## src/rtl/uart_pkg.sv

```systemverilog
// Shared definitions for the UART transmit timebase: FSM state encodings,
// default oversampling / frame geometry and a small helper for the mid-slot point.
// Optional feature macro used by the timer: TX_TWO_STOP_EN (adds the stop2 port).
package uart_pkg;

  // Frame timer states: waiting for a write, or stepping through bit slots.
  typedef enum logic [0:0] {
    ST_IDLE = 1'b0,
    ST_RUN  = 1'b1
  } tx_state_t;

  // 16x oversampling, 1 start + 8 data + 1 parity + 1 stop.
  localparam int DEFAULT_OVERSAMPLE = 16;
  localparam int DEFAULT_FRAME_BITS = 11;

  // Counter value whose enable produces the mid-slot strobe (integer halving).
  function automatic int mid_point(input int oversample);
    return (oversample / 2) - 1;
  endfunction

  // Highest counter value inside one bit slot.
  function automatic int slot_last(input int oversample);
    return oversample - 1;
  endfunction

endpackage

```

## src/rtl/tx_bit_slot_counter.sv

```systemverilog
// Modulo-OVERSAMPLE position counter inside one bit slot.
// clear forces the count back to zero; enable advances it by one and wraps
// at OVERSAMPLE-1. wrap and mid flag the enable that finishes the slot and
// the enable that reaches the middle of the slot, respectively.
module tx_bit_slot_counter
  import uart_pkg::*;
#(
  parameter int OVERSAMPLE = DEFAULT_OVERSAMPLE,
  localparam int CNT_W = $clog2(OVERSAMPLE)
) (
  input  logic             clk,
  input  logic             reset,
  input  logic             clear,
  input  logic             enable,
  output logic [CNT_W-1:0] cnt,
  output logic             wrap,
  output logic             mid
);

  localparam logic [CNT_W-1:0] CNT_LAST = CNT_W'(slot_last(OVERSAMPLE));
  localparam logic [CNT_W-1:0] CNT_MID  = CNT_W'(mid_point(OVERSAMPLE));

  // Decode the slot-end and mid-slot events for the enable being applied now.
  always_comb begin
    wrap = 1'b0;
    mid  = 1'b0;
    if (enable) begin
      wrap = (cnt == CNT_LAST);
      mid  = (cnt == CNT_MID);
    end else begin
      wrap = 1'b0;
      mid  = 1'b0;
    end
  end

  // Position register: clear wins over enable, wrap back to zero at the slot end.
  always_ff @(posedge clk) begin
    if (reset) begin
      cnt <= {CNT_W{1'b0}};
    end else if (clear) begin
      cnt <= {CNT_W{1'b0}};
    end else if (enable) begin
      if (cnt >= CNT_LAST) begin
        cnt <= {CNT_W{1'b0}};
      end else begin
        cnt <= cnt + CNT_W'(1);
      end
    end else begin
      cnt <= cnt;
    end
  end

endmodule

```

## src/rtl/tx_frame_timer_checker.sv

```systemverilog
// Structural invariants of the frame timer outputs, kept apart from the datapath.
module tx_frame_timer_checker #(
  parameter int OVERSAMPLE = 16,
  parameter int FRAME_BITS = 11,
  parameter int CNT_W      = 4,
  parameter int IDX_W      = 4
) (
  input logic             clk,
  input logic             reset,
  input logic [CNT_W-1:0] sample_cnt,
  input logic [IDX_W-1:0] bit_idx,
  input logic             bit_tick,
  input logic             mid_tick,
  input logic             busy,
  input logic             frame_done
);

  // A completed frame is always reported together with its last bit boundary.
  done_has_tick: assert property (@(posedge clk) disable iff (reset)
    frame_done |-> bit_tick);

  // The timer is idle in the cycle it reports completion.
  done_not_busy: assert property (@(posedge clk) disable iff (reset)
    frame_done |-> !busy);

  // Boundary and middle of a slot can never fall on the same enable.
  ticks_exclusive: assert property (@(posedge clk) disable iff (reset)
    !(bit_tick && mid_tick));

  // Counters stay within their ranges.
  cnt_in_range: assert property (@(posedge clk) disable iff (reset)
    sample_cnt <= CNT_W'(OVERSAMPLE - 1));
  idx_in_range: assert property (@(posedge clk) disable iff (reset)
    bit_idx <= IDX_W'(FRAME_BITS));

endmodule

```

## src/rtl/tx_frame_timer.sv

```systemverilog
// UART transmit frame timer. Counts oversampled sample_ENABLE strobes into
// bit slots and frames, producing bit-boundary / mid-bit strobes, the bit
// index, busy and a frame-done pulse so Tx shifting and Rx sync share one timebase.
// Optional feature macro: TX_TWO_STOP_EN -- adds the stop2 input; when it is
// captured high on a Tx_WR edge the frame carries one extra stop slot.
module tx_frame_timer
  import uart_pkg::*;
#(
  parameter int OVERSAMPLE = DEFAULT_OVERSAMPLE,
  parameter int FRAME_BITS = DEFAULT_FRAME_BITS,
  localparam int CNT_W = $clog2(OVERSAMPLE),
  localparam int IDX_W = $clog2(FRAME_BITS + 1)
) (
  input  logic             clk,
  input  logic             reset,
  input  logic             sample_ENABLE,
  input  logic             Tx_WR,
`ifdef TX_TWO_STOP_EN
  input  logic             stop2,
`endif
  output logic [CNT_W-1:0] sample_cnt,
  output logic [IDX_W-1:0] bit_idx,
  output logic             bit_tick,
  output logic             mid_tick,
  output logic             busy,
  output logic             frame_done
);

  localparam logic [IDX_W-1:0] LAST_BASE = IDX_W'(FRAME_BITS - 1);

  tx_state_t        state;
  logic             slot_en;
  logic             slot_wrap;
  logic             slot_mid;
  logic [IDX_W-1:0] last_idx;

`ifdef TX_TWO_STOP_EN
  logic             stop2_hold;
`endif

  // Only enables seen while running advance the slot counter; a write discards
  // any coincident enable because it restarts the frame.
  always_comb begin
    slot_en = 1'b0;
    if ((state == ST_RUN) && !Tx_WR) begin
      slot_en = sample_ENABLE;
    end else begin
      slot_en = 1'b0;
    end
  end

  // Index of the final slot of the current frame.
`ifdef TX_TWO_STOP_EN
  always_comb begin
    last_idx = LAST_BASE;
    if (stop2_hold) begin
      last_idx = LAST_BASE + IDX_W'(1);
    end else begin
      last_idx = LAST_BASE;
    end
  end
`else
  always_comb begin
    last_idx = LAST_BASE;
  end
`endif

  tx_bit_slot_counter #(
    .OVERSAMPLE (OVERSAMPLE)
  ) u_slot_counter (
    .clk    (clk),
    .reset  (reset),
    .clear  (Tx_WR),
    .enable (slot_en),
    .cnt    (sample_cnt),
    .wrap   (slot_wrap),
    .mid    (slot_mid)
  );

`ifdef TX_TWO_STOP_EN
  // Stop-bit count is latched at the write and held for the whole frame.
  always_ff @(posedge clk) begin
    if (reset) begin
      stop2_hold <= 1'b0;
    end else if (Tx_WR) begin
      stop2_hold <= stop2;
    end else begin
      stop2_hold <= stop2_hold;
    end
  end
`endif

  // Frame FSM with bit index and registered strobes; a write always restarts.
  always_ff @(posedge clk) begin
    if (reset) begin
      state      <= ST_IDLE;
      bit_idx    <= {IDX_W{1'b0}};
      bit_tick   <= 1'b0;
      mid_tick   <= 1'b0;
      busy       <= 1'b0;
      frame_done <= 1'b0;
    end else begin
      bit_tick   <= 1'b0;
      mid_tick   <= 1'b0;
      frame_done <= 1'b0;
      if (Tx_WR) begin
        state   <= ST_RUN;
        busy    <= 1'b1;
        bit_idx <= {IDX_W{1'b0}};
      end else begin
        case (state)
          ST_IDLE: begin
            busy    <= 1'b0;
            bit_idx <= {IDX_W{1'b0}};
          end
          ST_RUN: begin
            busy     <= 1'b1;
            mid_tick <= slot_mid;
            if (slot_wrap) begin
              bit_tick <= 1'b1;
              if (bit_idx < last_idx) begin
                bit_idx <= bit_idx + IDX_W'(1);
              end else begin
                bit_idx    <= {IDX_W{1'b0}};
                busy       <= 1'b0;
                frame_done <= 1'b1;
                state      <= ST_IDLE;
              end
            end else begin
              bit_idx <= bit_idx;
            end
          end
          default: begin
            state   <= ST_IDLE;
            busy    <= 1'b0;
            bit_idx <= {IDX_W{1'b0}};
          end
        endcase
      end
    end
  end

  tx_frame_timer_checker #(
    .OVERSAMPLE (OVERSAMPLE),
    .FRAME_BITS (FRAME_BITS),
    .CNT_W      (CNT_W),
    .IDX_W      (IDX_W)
  ) u_checker (
    .clk        (clk),
    .reset      (reset),
    .sample_cnt (sample_cnt),
    .bit_idx    (bit_idx),
    .bit_tick   (bit_tick),
    .mid_tick   (mid_tick),
    .busy       (busy),
    .frame_done (frame_done)
  );

endmodule

```

## config.mk

```make
export PLATFORM = sky130hd
export DESIGN_NAME = tx_frame_timer
export DESIGN_NICKNAME = d
export VERILOG_FILES = /design/src/rtl/uart_pkg.sv /design/src/rtl/tx_bit_slot_counter.sv /design/src/rtl/tx_frame_timer_checker.sv /design/src/rtl/tx_frame_timer.sv
export SDC_FILE = /design/constraint.sdc
export NUM_CORES = 1
export LEC_CHECK = 0
export BUFFER_PORTS_ARGS = -buffer_cell sky130_fd_sc_hd__buf_4
export CAP_MARGIN = 25
export CELL_PAD_IN_SITES_DETAIL_PLACEMENT = 2
export CELL_PAD_IN_SITES_GLOBAL_PLACEMENT = 2
export CORE_MARGIN = 2
export CORE_UTILIZATION = 30
export CTS_CLUSTER_SIZE = 20
export DETAILED_ROUTE_END_ITERATION = 12
export PLACE_DENSITY = 0.77
export SETUP_SLACK_MARGIN = 0.4
export SYNTH_ARGS = -nofsm -noshare
export SYNTH_HDL_FRONTEND = slang
export SYNTH_SLANG_ARGS = --single-unit
```

## constraint.sdc

```tcl
create_clock -name clk -period 4.5 [get_ports clk]
set_clock_uncertainty 0.2 [all_clocks]
set_input_delay 0.225 -clock clk [delete_from_list [all_inputs] [get_ports clk]]
set_output_delay 0.225 -clock clk [all_outputs]
set_load 0.02 [all_outputs]
```

After elaboration in Yosys (flattened, before gate mapping)
Cells that the tools add are included.

Register bits after elaboration: 13. Input bits: 4. Output and inout bits: 12. Logic and storage cells: 37.

$add $sub $neg: 2. Order comparisons: 2. Equality and inequality tests: 3. Mux-type cells: 14. Bitwise gates (word level): 3. Reductions and logical operators: 6.

Operators by type and width (number): $mux W4 (3); $mux W1 (9); $add A4 B1 Y4 const B (2); $pmux W4 S2 (1); $reduce_or A4 Y1 (2); $eq A4 B3 Y1 const B (1); $eq A4 B4 Y1 const B (1); $ge A4 B4 Y1 const B (1); $lt A4 B4 Y1 const B (1); $not A1 Y1 (3); $reduce_or A3 Y1 (1); $ne A2 B1 Y1 const B (1); $pmux W1 S2 (1); $reduce_or A2 Y1 (1); $logic_and A1 B1 Y1 (1); $logic_not A1 Y1 (1).

Longest topological paths before layout
Depth after elaboration: 7. Gate-level depth with buffers: 5.

By module
From an unflattened synthesis, not the netlist that was laid out.

Cell total of the unflattened synthesis: 52. Area, all modules: 524.3 µm².

Modules (own cells, without submodules): tx_frame_timer (instances 1, cells each 33, area each 341.6 µm², seq. area each 160.2 µm²); tx_bit_slot_counter (instances 1, cells each 19, area each 182.7 µm², seq. area each 80.1 µm²).

Worst setup path before layout
OpenSTA, ideal clock, no wires.

Path type: register to register. Start point: register u_slot_counter.cnt[0]. End point: register bit_idx[3]. Arrival: 1449 ps. Required time: 4230 ps. Path slack: 2781 ps. Cell stages (with the launch flop): 5. Buffers on the path: 0. Cells stage by stage: dfxtp_1 ha_1 nand2_1 or4_1 a21oi_1.

Cells in the longest elaborated chain, start to end: 3.

RTL lines: start, declared (RTL line tx_bit_slot_counter.sv:15) `output logic [CNT_W-1:0] cnt,`; start signal, assigned (RTL line tx_bit_slot_counter.sv:39) `cnt <= {CNT_W{1'b0}};`; start signal, assigned (RTL line tx_bit_slot_counter.sv:41) `cnt <= {CNT_W{1'b0}};`; start signal, assigned (RTL line tx_bit_slot_counter.sv:44) `cnt <= {CNT_W{1'b0}};`; $eq A4 B4 Y1 (RTL line tx_bit_slot_counter.sv:28) `wrap = (cnt == CNT_LAST);`; $mux W1 (RTL line tx_bit_slot_counter.sv:27) `if (enable) begin`; $ne A2 B1 Y1 (no source line); end signal, assigned (RTL line tx_frame_timer.sv:97) `bit_idx <= {IDX_W{1'b0}};`; end signal, assigned (RTL line tx_frame_timer.sv:109) `bit_idx <= {IDX_W{1'b0}};`; end signal, assigned (RTL line tx_frame_timer.sv:114) `bit_idx <= {IDX_W{1'b0}};`; end, declared (RTL line tx_frame_timer.sv:22) `output logic [IDX_W-1:0] bit_idx,`.

Every way passes these cells. A chain may end at the register's enable or synchronous reset.

Final worst setup path
Ends and elaborated chain as after synthesis.

==> flow_metrics.tcl <==
set metrics [dict create \
    dp_slack_ns 2.76 \
    cp_top_family "simple AND/OR/NAND/NOR gates" \
    start_kind "flop" \
    num_vias 529 \
    drv_cap 0 \
    setup_tns_ns 0 \
    antenna_cells 0 \
    reg2reg_slack_ns 2.72 \
    cts.htree.levels 1 \
    avgSynthCellArea_um2 8.92 \
    synth-main-ff-cell "dfxtp_1" \
    tightestPinTransition_ns 0.722 \
    cts-root-buf "clkbuf_4" \
    post-cts-setup-buffers 0 \
    ys_ff_latch 12 \
    grt_pass1_vias 542 \
    grt_antenna_before_repair 0 \
    port_buffers 15 \
    postCtsResizedCells 0 \
    via_per_inst 5.04 \
    die_h_um 47.3 \
    drt_pass1_iterations 4 \
    drv_slew 0 \
    layout.nets 87 \
    dieWidth_um 47.3 \
    syn_inst 63 \
    setup_viol 0 \
    final_hold_viol_count 0 \
    path_depth 4 \
    synth_edf_count 0 \
    gp_congestion 0.702 \
    crit_fanout 6 \
    syn_area_um2 562 \
    clockBufferDepth 2 \
    crit_type "flop to flop" \
    pwr_density_cell_nw_per_um2 278 \
    drive_above_1_share_pct 27.5 \
    rr_worst_depth 4 \
    path_cells "ha_1, nand2_1, or4_1, a21oi_1" \
    cp-end-kind "flop" \
    placed_cells 100 \
    cts_buffers 3 \
    holdPathStages 3 \
    seq_area_frac_synth_pct 42.8 \
    cp.required_ns 4.50 \
    io_pins 16 \
    rsz0062_at_grt "false" \
    yosysWarnings 0 \
    core_um2 1750 \
    die-area_um2 2230 \
    grt_usage_pct 16.8 \
    regToRegEndpoint "bit_idx[3]$_SDFFE_PP0P_" \
    crit_arrival_ns 1.78 \
    synthArstFlopShare_pct 0 \
    yosysMostFrequentCell "dfxtp_1" \
    min_to "busy$_SDFF_PP0_" \
    ys_types 26 \
    place_hpwl_mm 1.12 \
    drc 0 \
    grt_pass1_wl_mm 2.57 \
    period_needed_ns 1.78 \
    cts_tree "built" \
    wl_mm 1.54 \
    run_status "finished clean" \
    grt_max_degree 13 \
    drtIter0Drc 4 \
    min_period_over_period_pct 39.5 \
    routedWlPerCell_um 14.6 \
    clock-sinks 12 \
    synth_top_area_cell "dfxtp_1" \
    synth_top_area_share_pct 42.8 \
    crit_slowest_cell "or4_1" \
    initial_utilization_pct 32.2 \
    timing.rr.start "u_slot_counter.cnt[0]$_SDFFE_PP0N_" \
    rows 15 \
    postRouteAntennaNets 0 \
    relSlewSlack_pct 51.3 \
    overflow 0 \
    hold_class "input port to flop" \
    fmax_mhz 562 \
    holdCritStartpoint "Tx_WR" \
    fin_cells 105 \
    leakage_nw 0.304 \
    ir_worst_vdd_mv 0.198 \
    worst-path-buf-inv 0 \
    max_stage_delay_ns 0.50 \
    synth_area_leaders "dfxtp_1, a21oi_1, ha_1, nand4b_4, nand2_1" \
    postCtsHoldBufs 1 \
    areaGrowthSynthToFinish_pct 31.4 \
    synth_fp_nets 69 \
    finalWorstSetupSlack_ns 2.72 \
    synthTopCellsByCount "dfxtp_1, a21oi_1, nand2_1" \
    clk_pin_slew_ns 0.07 \
    clock_latency_ns 0.27 \
]
worst register-to-register path, cell delays in order, from the launching register on:
cell and delay (ns):
dfxtp_1 0.44, ha_1 0.28, nand2_1 0.16, or4_1 0.50
a21oi_1 0.13
worst max path at each step:
stage,startpoint,to
after floorplan,u_slot_counter.cnt[0]$_SDFFE_PP0N_,bit_idx[3]$_SDFFE_PP0P_
after global placement,u_slot_counter.cnt[0]$_SDFFE_PP0N_,bit_idx[3]$_SDFFE_PP0P_
after detailed placement,u_slot_counter.cnt[0]$_SDFFE_PP0N_,bit_idx[3]$_SDFFE_PP0P_
after CTS,u_slot_counter.cnt[0]$_SDFFE_PP0N_,bit_idx[3]$_SDFFE_PP0P_
after global routing,u_slot_counter.cnt[0]$_SDFFE_PP0N_,bit_idx[3]$_SDFFE_PP0P_
final,u_slot_counter.cnt[0]$_SDFFE_PP0N_,bit_idx[3]$_SDFFE_PP0P_
area by class of cell:
type                            count  area (um2)
Tap cell                           25        31.3
Clock buffer                        4        36.3
Fill cell                         204        1010
Sequential cell                    12         240
Timing Repair Buffer               16         123
Multi-Input combinational cell     48         308
kinds of logic (layout without fill, tap and decap cells):
group | Yosys count | after routing | share of synthesized area (%)
buffers and inverters | 3 | 20 | 2.45
adders and majority gates | 2 | 2 | 4.45
and+or+nand+nor | 31 | 31 | 33.9
AOI/OAI and AO/OA | 13 | 13 | 13.4
xor gates and xnor gates | 2 | 2 | 3.12
DFF | 12 | 12 | 42.8
sequential cells by signal, summed over array words and instances (netlist names):
register,count
bit_idx,4
u_slot_counter.cnt,4
bit_tick,1
busy,1
frame_done,1
mid_tick,1
power by group:
group	total (W)	internal (W)	switching (W)
combinational	0.0000113	0.00000541	0.00000594
clock	0.0000843	0.0000492	0.0000351
sequential	0.000110	0.000107	0.00000261
total	0.000205	0.000161	0.0000437
per-stage QoR:
step	total power (W)	utilization, %	instance area [um2]	hold WS (ns)
final	0.000205	42.3	738	0.0780
after CTS	0.000207	42.3	738	0.0757
after global routing	0.000214	42.3	738	0.109
after global placement	0.000122	39.6	692	0.226
after detailed placement	0.000123	39.6	692	0.225
after floorplan	0.000117	-	562	0.0974
placed cells by master, fill, tap and decap left out, types with 2 or more instances in the layout:
master and instances:
nor3_1 4, nand4b_1 2, nand4_1 2, clkbuf_4 3
dfxtp_1 12, nor2_1 4, o21ai_0 3, o211ai_1 2
a21oi_1 6, buf_4 15, nand3_1 4, ha_1 2
nand2_1 6
layer usage:
layer  share of wire (%)  vias to the layer above  global-route usage, %
li1                    -                      266                      -
met1                  46                      250                   21.9
met2                  49                       11                   27.0
met3                 4.8                        2                   5.77
met4                0.78                        0                   3.33
met5                   0                        -                      0
(Power assumes the default switching activity.)
